File: config.mk
export PLATFORM = sky130hd
export DESIGN_NAME = pc_unit_ras
export DESIGN_NICKNAME = d
export VERILOG_FILES = /design/src/rtl/pc_unit_ras.sv
export SDC_FILE = /design/constraint.sdc
export NUM_CORES = 1
export LEC_CHECK = 0
export ABC_AREA = 1
export BUFFER_PORTS_ARGS = -buffer_cell sky130_fd_sc_hd__buf_4
export CAP_MARGIN = 20
export CORE_UTILIZATION = 59
export DETAILED_ROUTE_END_ITERATION = 10
export HOLD_SLACK_MARGIN = 0.03
export PLACE_DENSITY_LB_ADDON = 0.2
export SYNTH_ARGS = -nofsm -noshare
export SYNTH_HDL_FRONTEND = slang
export SYNTH_SLANG_ARGS = --single-unit
File: constraint.sdc
create_clock -name clk -period 2.44 [get_ports clk]
set_input_delay 0.244 -clock clk [delete_from_list [all_inputs] [get_ports clk]]
set_output_delay 0.244 -clock clk [all_outputs]
set_load 0.005 [all_outputs]
File: src/rtl/pc_unit_ras.sv
// Fetch-stage program counter with sequential/jump/call/return/trap redirection
// and a small circular return-address stack with sticky overflow/underflow status.
module pc_unit_ras #(
  parameter int unsigned             WIDTH        = 32,
  parameter logic [WIDTH-1:0]        RESET_VECTOR = 32'h0000_0000,
  parameter logic [WIDTH-1:0]        TRAP_VECTOR  = 32'h0000_0100,
  parameter int unsigned             INSTR_BYTES  = 4,
  parameter int unsigned             RAS_DEPTH    = 4
) (
  input  logic             clk,
  input  logic             reset,
  input  logic             pc_write,
  input  logic [1:0]       sel,
  input  logic [WIDTH-1:0] target_pc,
  input  logic             trap,
  input  logic             ras_flush,
  output logic [WIDTH-1:0] pc,
  output logic [WIDTH-1:0] pc_plus,
  output logic             ras_empty,
  output logic             ras_full,
  output logic             ras_overflow,
  output logic             ras_underflow,
  output logic             misalign
);

  localparam int unsigned      PW         = $clog2(RAS_DEPTH);
  localparam int unsigned      CW         = PW + 1;
  localparam logic [CW-1:0]    DEPTH_C    = CW'(RAS_DEPTH);
  localparam logic [WIDTH-1:0] ALIGN_MASK = WIDTH'(INSTR_BYTES - 1);
  localparam logic [WIDTH-1:0] STEP_C     = WIDTH'(INSTR_BYTES);

  typedef enum logic [1:0] {
    SEL_SEQ  = 2'b00,
    SEL_JUMP = 2'b01,
    SEL_CALL = 2'b10,
    SEL_RET  = 2'b11
  } sel_e;

  logic [WIDTH-1:0] pc_q, pc_d;
  logic [CW-1:0]    cnt_q, cnt_d;
  logic [PW-1:0]    ptr_q, ptr_d;
  logic             ovf_q, ovf_d;
  logic             unf_q, unf_d;
  logic             mis_q, mis_d;
  logic [WIDTH-1:0] stack_q [RAS_DEPTH];

  logic [CW-1:0]    eff_cnt_s;
  logic [PW-1:0]    eff_ptr_s;
  logic [PW-1:0]    pop_idx_s;
  logic             bad_align_s;
  logic             push_s;

  assign pc_plus     = pc_q + STEP_C;
  assign bad_align_s = |(target_pc & ALIGN_MASK);
  // A flush on the same edge makes a push/pop see an empty stack.
  assign eff_cnt_s   = ras_flush ? {CW{1'b0}} : cnt_q;
  assign eff_ptr_s   = ras_flush ? {PW{1'b0}} : ptr_q;
  assign pop_idx_s   = eff_ptr_s - PW'(1);

  // Next-state selection: trap, then flush, then the stall-gated sel modes.
  always_comb begin
    pc_d   = pc_q;
    cnt_d  = cnt_q;
    ptr_d  = ptr_q;
    ovf_d  = ovf_q;
    unf_d  = unf_q;
    mis_d  = 1'b0;
    push_s = 1'b0;
    if (trap) begin
      pc_d = TRAP_VECTOR;
    end else begin
      cnt_d = eff_cnt_s;
      ptr_d = eff_ptr_s;
      if (pc_write) begin
        case (sel_e'(sel))
          SEL_SEQ: pc_d = pc_plus;
          SEL_JUMP: begin
            if (bad_align_s) begin
              pc_d  = pc_plus;
              mis_d = 1'b1;
            end else begin
              pc_d = target_pc;
            end
          end
          SEL_CALL: begin
            if (bad_align_s) begin
              pc_d  = pc_plus;
              mis_d = 1'b1;
            end else begin
              pc_d   = target_pc;
              push_s = 1'b1;
              ptr_d  = eff_ptr_s + PW'(1);
              if (eff_cnt_s == DEPTH_C) begin
                ovf_d = 1'b1;
              end else begin
                cnt_d = eff_cnt_s + CW'(1);
              end
            end
          end
          SEL_RET: begin
            if (eff_cnt_s != {CW{1'b0}}) begin
              pc_d  = stack_q[pop_idx_s];
              ptr_d = pop_idx_s;
              cnt_d = eff_cnt_s - CW'(1);
            end else begin
              unf_d = 1'b1;
              if (bad_align_s) begin
                pc_d  = pc_plus;
                mis_d = 1'b1;
              end else begin
                pc_d = target_pc;
              end
            end
          end
          default: pc_d = pc_q;
        endcase
      end else begin
        pc_d = pc_q;
      end
    end
  end

  // State registers and RAS storage.
  always_ff @(posedge clk or negedge reset) begin
    if (!reset) begin
      pc_q  <= RESET_VECTOR;
      cnt_q <= {CW{1'b0}};
      ptr_q <= {PW{1'b0}};
      ovf_q <= 1'b0;
      unf_q <= 1'b0;
      mis_q <= 1'b0;
      for (int i = 0; i < int'(RAS_DEPTH); i++) begin
        stack_q[i] <= {WIDTH{1'b0}};
      end
    end else begin
      pc_q  <= pc_d;
      cnt_q <= cnt_d;
      ptr_q <= ptr_d;
      ovf_q <= ovf_d;
      unf_q <= unf_d;
      mis_q <= mis_d;
      if (push_s) begin
        stack_q[eff_ptr_s] <= pc_plus;
      end
    end
  end

  assign pc            = pc_q;
  assign ras_empty     = (cnt_q == {CW{1'b0}});
  assign ras_full      = (cnt_q == DEPTH_C);
  assign ras_overflow  = ovf_q;
  assign ras_underflow = unf_q;
  assign misalign      = mis_q;

endmodule

---- Yosys cells after proc, flatten, opt, wreduce, memory -nomap -nowiden ----
Cells that the tools add are included.
storage, ports and cells
  register bits after elaboration ......... 168
  output and inout bits ................... 69
  word-level logic and storage cells ...... 68
operators by class
  add/sub/neg operators ................... 5
  $lt $le $gt $ge ......................... 3
  eq/ne operators ......................... 5
  muxes and demuxes ....................... 31
  bitwise operators ....................... 5
  reduce and logical (&&, ||, !) cells .... 9
operators by type and width
  operator               number
  $mux 32                7
  $bwmux 128             1
  $pmux 32 s3            1
  $bmux 32 s2            1
  $demux 32 s2           1
  $add 32x3->32 const B  1
  $mux 3                 5
  $mux 1                 8
  $mux 2                 4
  $eq 3x3->1 const B     2
  $ge 3x3->1 const B     2
  $not 2->3              2
  $pmux 3 s2             1
  $reduce_and 5->1       1
  $eq 2x2->1 const B     2
  $pmux 2 s2             1
  $reduce_and 4->1       1
  $reduce_or 2->1        2
  $add 3x1->3 const B    1
  $logic_not 3->1        1
  $lt 3x1->1 const B     1
  $not 1->1              3
  $reduce_bool 3->1      1
  $sub 3x1->3 const B    1
  7 further kinds        7

---- Depth between registers and ports, before layout ----
  depth after elaboration ................. 10
  gate-level depth with buffers ........... 15
  gate-level depth less buffers ........... 14

---- Worst setup path before layout ----
No wires, ideal clock.
  kind .................................... register -> register
  start point ............................. reg cnt_q[1]
  end point ............................... reg pc_q[8], in the netlist pc[8]
  library setup time ...................... 0.082 ns
  data arrival time ....................... 1.956 ns
  required time ........................... 2.358 ns
  slack ................................... 0.402 ns
  cell stages (with the launch flop) ...... 14
  path buffers ............................ 1
  period minus slack after synthesis ...... 2.038 ns
  cell sequence ........................... dfrtp_1 inv_1 nor2_1 inv_1 ha_1 ha_1 inv_1 nand2_1 nor2_2 buf_2 o21ai_0 a21oi_1 o21ai_1 a31oi_1
on the way
  cells in the longest elaborated chain, start to end .. 6
RTL lines
  item                      line  text
  start: declaration        40    logic [CW-1:0] cnt_q, cnt_d;
  start signal: assignment  127   cnt_q <= {CW{1'b0}};
  start signal: assignment  137   cnt_q <= cnt_d;
  $mux 3                    56    assign eff_cnt_s = ras_flush ? {CW{1'b0}} : cnt_q;
  $reduce_bool 3->1         101   if (eff_cnt_s != {CW{1'b0}}) begin
  $mux 32                   101
  $pmux 32 s3               75    case (sel_e'(sel))
  $mux 32                   74    if (pc_write) begin
  $mux 32                   69    if (trap) begin
  end signal: assignment    136   pc_q <= pc_d;
  end: declaration          39    logic [WIDTH-1:0] pc_q, pc_d;
Every way passes these cells. The select of a mux whose other input is x is not followed.
A chain may end at the register's enable or synchronous reset.

---- Final worst setup path ----
  start point ............................. reg pc_q[2], in the netlist pc[2]
  end point ............................... out pc_plus[10]
on the way
  cells in the longest elaborated chain, start to end .. 1
RTL lines
  item              line  text
  $add 32x3->32     53    assign pc_plus = pc_q + STEP_C;
  end: declaration  18    output logic [WIDTH-1:0] pc_plus,
Every way passes these cells.

==> run summary <==
Synth Area in Simple Gates: 24.95%
Num Clock Sinks: 168
Gr usage total: 34.85%
Bufs on Longest Clock Path: 2
Die area: 15830 µm²
Worst Setup End Kind: output pin
Worst-case vdd ir drop: 747.8 µV
Ports: 108
Core ar.: 14750 µm²
Hold_ws: 0.1035 ns
Number of fill cells in the layout: 1151
CP Max Fanout: 6
Post-route DRC: 0
Final setup viols: 0
Design area: 10960 µm²
R2R Path Start: cnt_q[1]
Routed Antenna Nets: 0
Slowest CP cell: dfrtp_2
Clock Latency Late Sink: 0.43 ns
Worst path cell trace: ha_1 > nand2_2 > nor2_1 > nand2_2 > inv_1 > or2_2 > and2_1 > buf_4
Worst setup path class: reg2out
Final worst setup slack: 0.04413 ns
# H-tree levels: 4
Final critical-path required period: 2.396 ns
Fraction of layout cells with a size suffix above 1: 19.30%
Final Power: 6.878 mW
Slew headroom: 61.49%
Synth top area share: 46.49%
Largest net degree at the start of global routing: 84
Final WL: 26.42 mm
DR vias: 8785
Final GP Congestion: 0.9497
Crit path launch: pc[2]
Ant. Diodes: 0
# placed instances: 1452
Number of max-cap violations: 0
Netlist Area Pre-Place: 9042 µm²
Post-Synth Adder-Cell Area: 1.799%
PortBufs: 107
Post-synth ARST share: 100.0%
Final setup TNS: 0 ns
Ranking of synthesized cells by area: dfrtp_1 46%, nand2_1 16%, o21ai_0 9.4%
Register-to-register setup slack: 0.10 ns
Synth unique cells: 42
Die X: 125.8 µm
Fin crit share: 98.19%
CTS tree: done
Syn Inst Count: 1187
Cell mode on critical path: nand2_2
DRT Pass-1 Iters: 6
Critical Path RT: 2.20 ns
Post-route clock skew: 0.01038 ns
Die H: 125.8 µm
Worst EP arrival: 2.15 ns
Initial antenna violation count: 0
Post-synth top flop: dfrtp_1
Clock Tree Root: clkbuf_16
Reg-to-reg critical path endpoint: pc[31]
Grt ovf: 0
Mux cell area share after synthesis: 0%
Reg clk slew, reported paths: 0.06 ns
Reg2Reg Depth: 14
Syn-to-layout area delta: 21.20%
Flops & latches, synth: 168
Cell leakage power: 5.401 nW
Post-route insts no fill: 1500
Post-Place Setup Slack: 0.02802 ns
Crit path launch type: flop
Compound-Gate Fraction of Synth Area: 16.67%
WP buf/inv: 2
FP Rows: 44
Highest clock rate: 0.4174 GHz
Post-DP Area: 10130 µm²
Post-synth top area cell: dfrtp_1
Final net count: 1355
Max incr delay on CP: 0.43 ns
Routed length per instance: 17.62 µm
DP HPWL: 17.86 mm
Starting density of the core: 61.29%
Setup crit end: pc_plus[10]
First-pass GRT wire length: 42.70 mm
Tightest Pin Transition: 0.5716 ns
Mean post-synth cell area: 7.618 µm²
RSZ-0062 raised after global routing: true
Sequential fraction of the synthesis area: 46.49%
Endpoints failing hold: 0
Vias per cell: 5.857
Number of flops mapped to enable cells by yosys: 0
Critical path depth: 8
Crit-path leading delay family: simple AND/OR/NAND/NOR gates
PwrDens: 627.6 nW/µm²
Ys Warns: 0
Slew Viols, Final: 0
1st-iter DRT viols: 1022
Total CTS buffers: 17
Worst Hold Class: in2reg
Synthesized Nets: 1239
Status: finished clean
Vias in the first global route: 8276
Final Util: 74.28%
XOR/XNOR Fraction of Synth Area: 2.145%
Largest family of logic cells by synthesized area: simple AND/OR/NAND/NOR gates
-- placed cells by master (no fill, tap or decap), drive strengths merged, types with 9 or more instances in the layout --
master  instances
nand2         391
o21ai         185
dfrtp         168
buf           154
inv           122
nor2           78
nand3          58
clkbuf         22
a21oi          16
o211ai         16
ha             13
a22oi          10
o21a           10
xor2           10
o221ai          9
-- worst min-delay path by stage --
| stage | endpoint | slack [ns] | cells past startpoint | from |
|---|---|---|---|---|
| 2_1_floorplan | cnt_q[0] | -0.05 | 0 | reset |
| 3_3_place_gp | stack_q[11] | 0.19 | 1 | reset |
| 3_5_place_dp | stack_q[11] | 0.19 | 1 | reset |
| 4_1_cts | ptr_q[0] | 0.09 | 2 | trap |
| 5_1_grt | ptr_q[0] | 0.11 | 2 | trap |
| 6_report | pc[10] | 0.10 | 3 | target_pc[10] |
-- final cells by class --
cell class,count,area (µm²),share of cell area (%)
Timing Repair inverter,1,7.507,0.06850
Clock buffer,22,464.2,4.236
Multi-Input combinational cell,838,4218,38.49
Tap cell,184,230.2,2.101
Inverter,122,461.7,4.213
Clock inverter,10,143.9,1.313
Timing Repair Buffer,155,1220,11.13
Sequential cell,168,4214,38.45
-- kinds of logic (layout without fill, tap and decap cells) --
| group | count (synthesis) | after routing |
|---|---|---|
| buffers and inverters | 181 | 310 |
| DFF | 168 | 168 |
| adders and majority gates | 13 | 13 |
| AOI/OAI and AO/OA | 267 | 267 |
| and+or+nand+nor | 544 | 544 |
| xor gates and xnor gates | 14 | 14 |
-- power breakdown --
| group | internal, mW | leakage, nW | switching (mW) |
|---|---|---|---|
| clock | 1.67 | 0.287 | 1.12 |
| combinational | 0.405 | 2.90 | 0.654 |
| sequential | 2.92 | 2.21 | 0.108 |
| total | 5.00 | 5.40 | 1.88 |
-- tightest hold or removal path: cells and delay by family --
kind | cells | cell delay, ns
buf+inv | 1 | 0.08
compound gates | 2 | 0.16
-- synth_stat cells (6+ instances only) --
cell      number
nand2_1      380
o21ai_0      169
dfrtp_1      168
inv_1        113
nor2_1        65
nand3_1       58
clkbuf_1      33
buf_2         22
a21oi_1       16
o211ai_1      16
o21ai_1       16
ha_1          13
a22oi_1       10
nand2_2       10
o21a_1        10
inv_2          9
o221ai_1       9
nor2_2         8
a31oi_1        7
xor2_2         6
-- sequential cells by signal, summed over array words and instances, names as in the netlist --
signal	cells
stack_q	128
pc	32
cnt_q	3
ptr_q	2
misalign	1
ras_overflow	1
ras_underflow	1
-- repair_timing --
action,CTS,global route
pin swaps,0,8
gates cloned,0,1
endpoints found under the setup margin,14,37
endpoints found under the hold margin,42,0
resized for setup,3,26
setup buffers,2,12
hold buffers,1,0
-- metal layers --
| layer | global-route usage (%) | vias to the layer above | part of all wire (%) | wire, µm |
|---|---|---|---|---|
| li1 | - | 4066 | - | - |
| met1 | 46.17 | 4135 | 40 | 10610 |
| met2 | 55.00 | 522 | 46 | 12270 |
| met3 | 8.284 | 62 | 10 | 2764 |
| met4 | 15.24 | 0 | 3.0 | 782 |
| met5 | 0 | - | 0 | 0 |
Note: power is estimated with default switching activity, not from simulation.
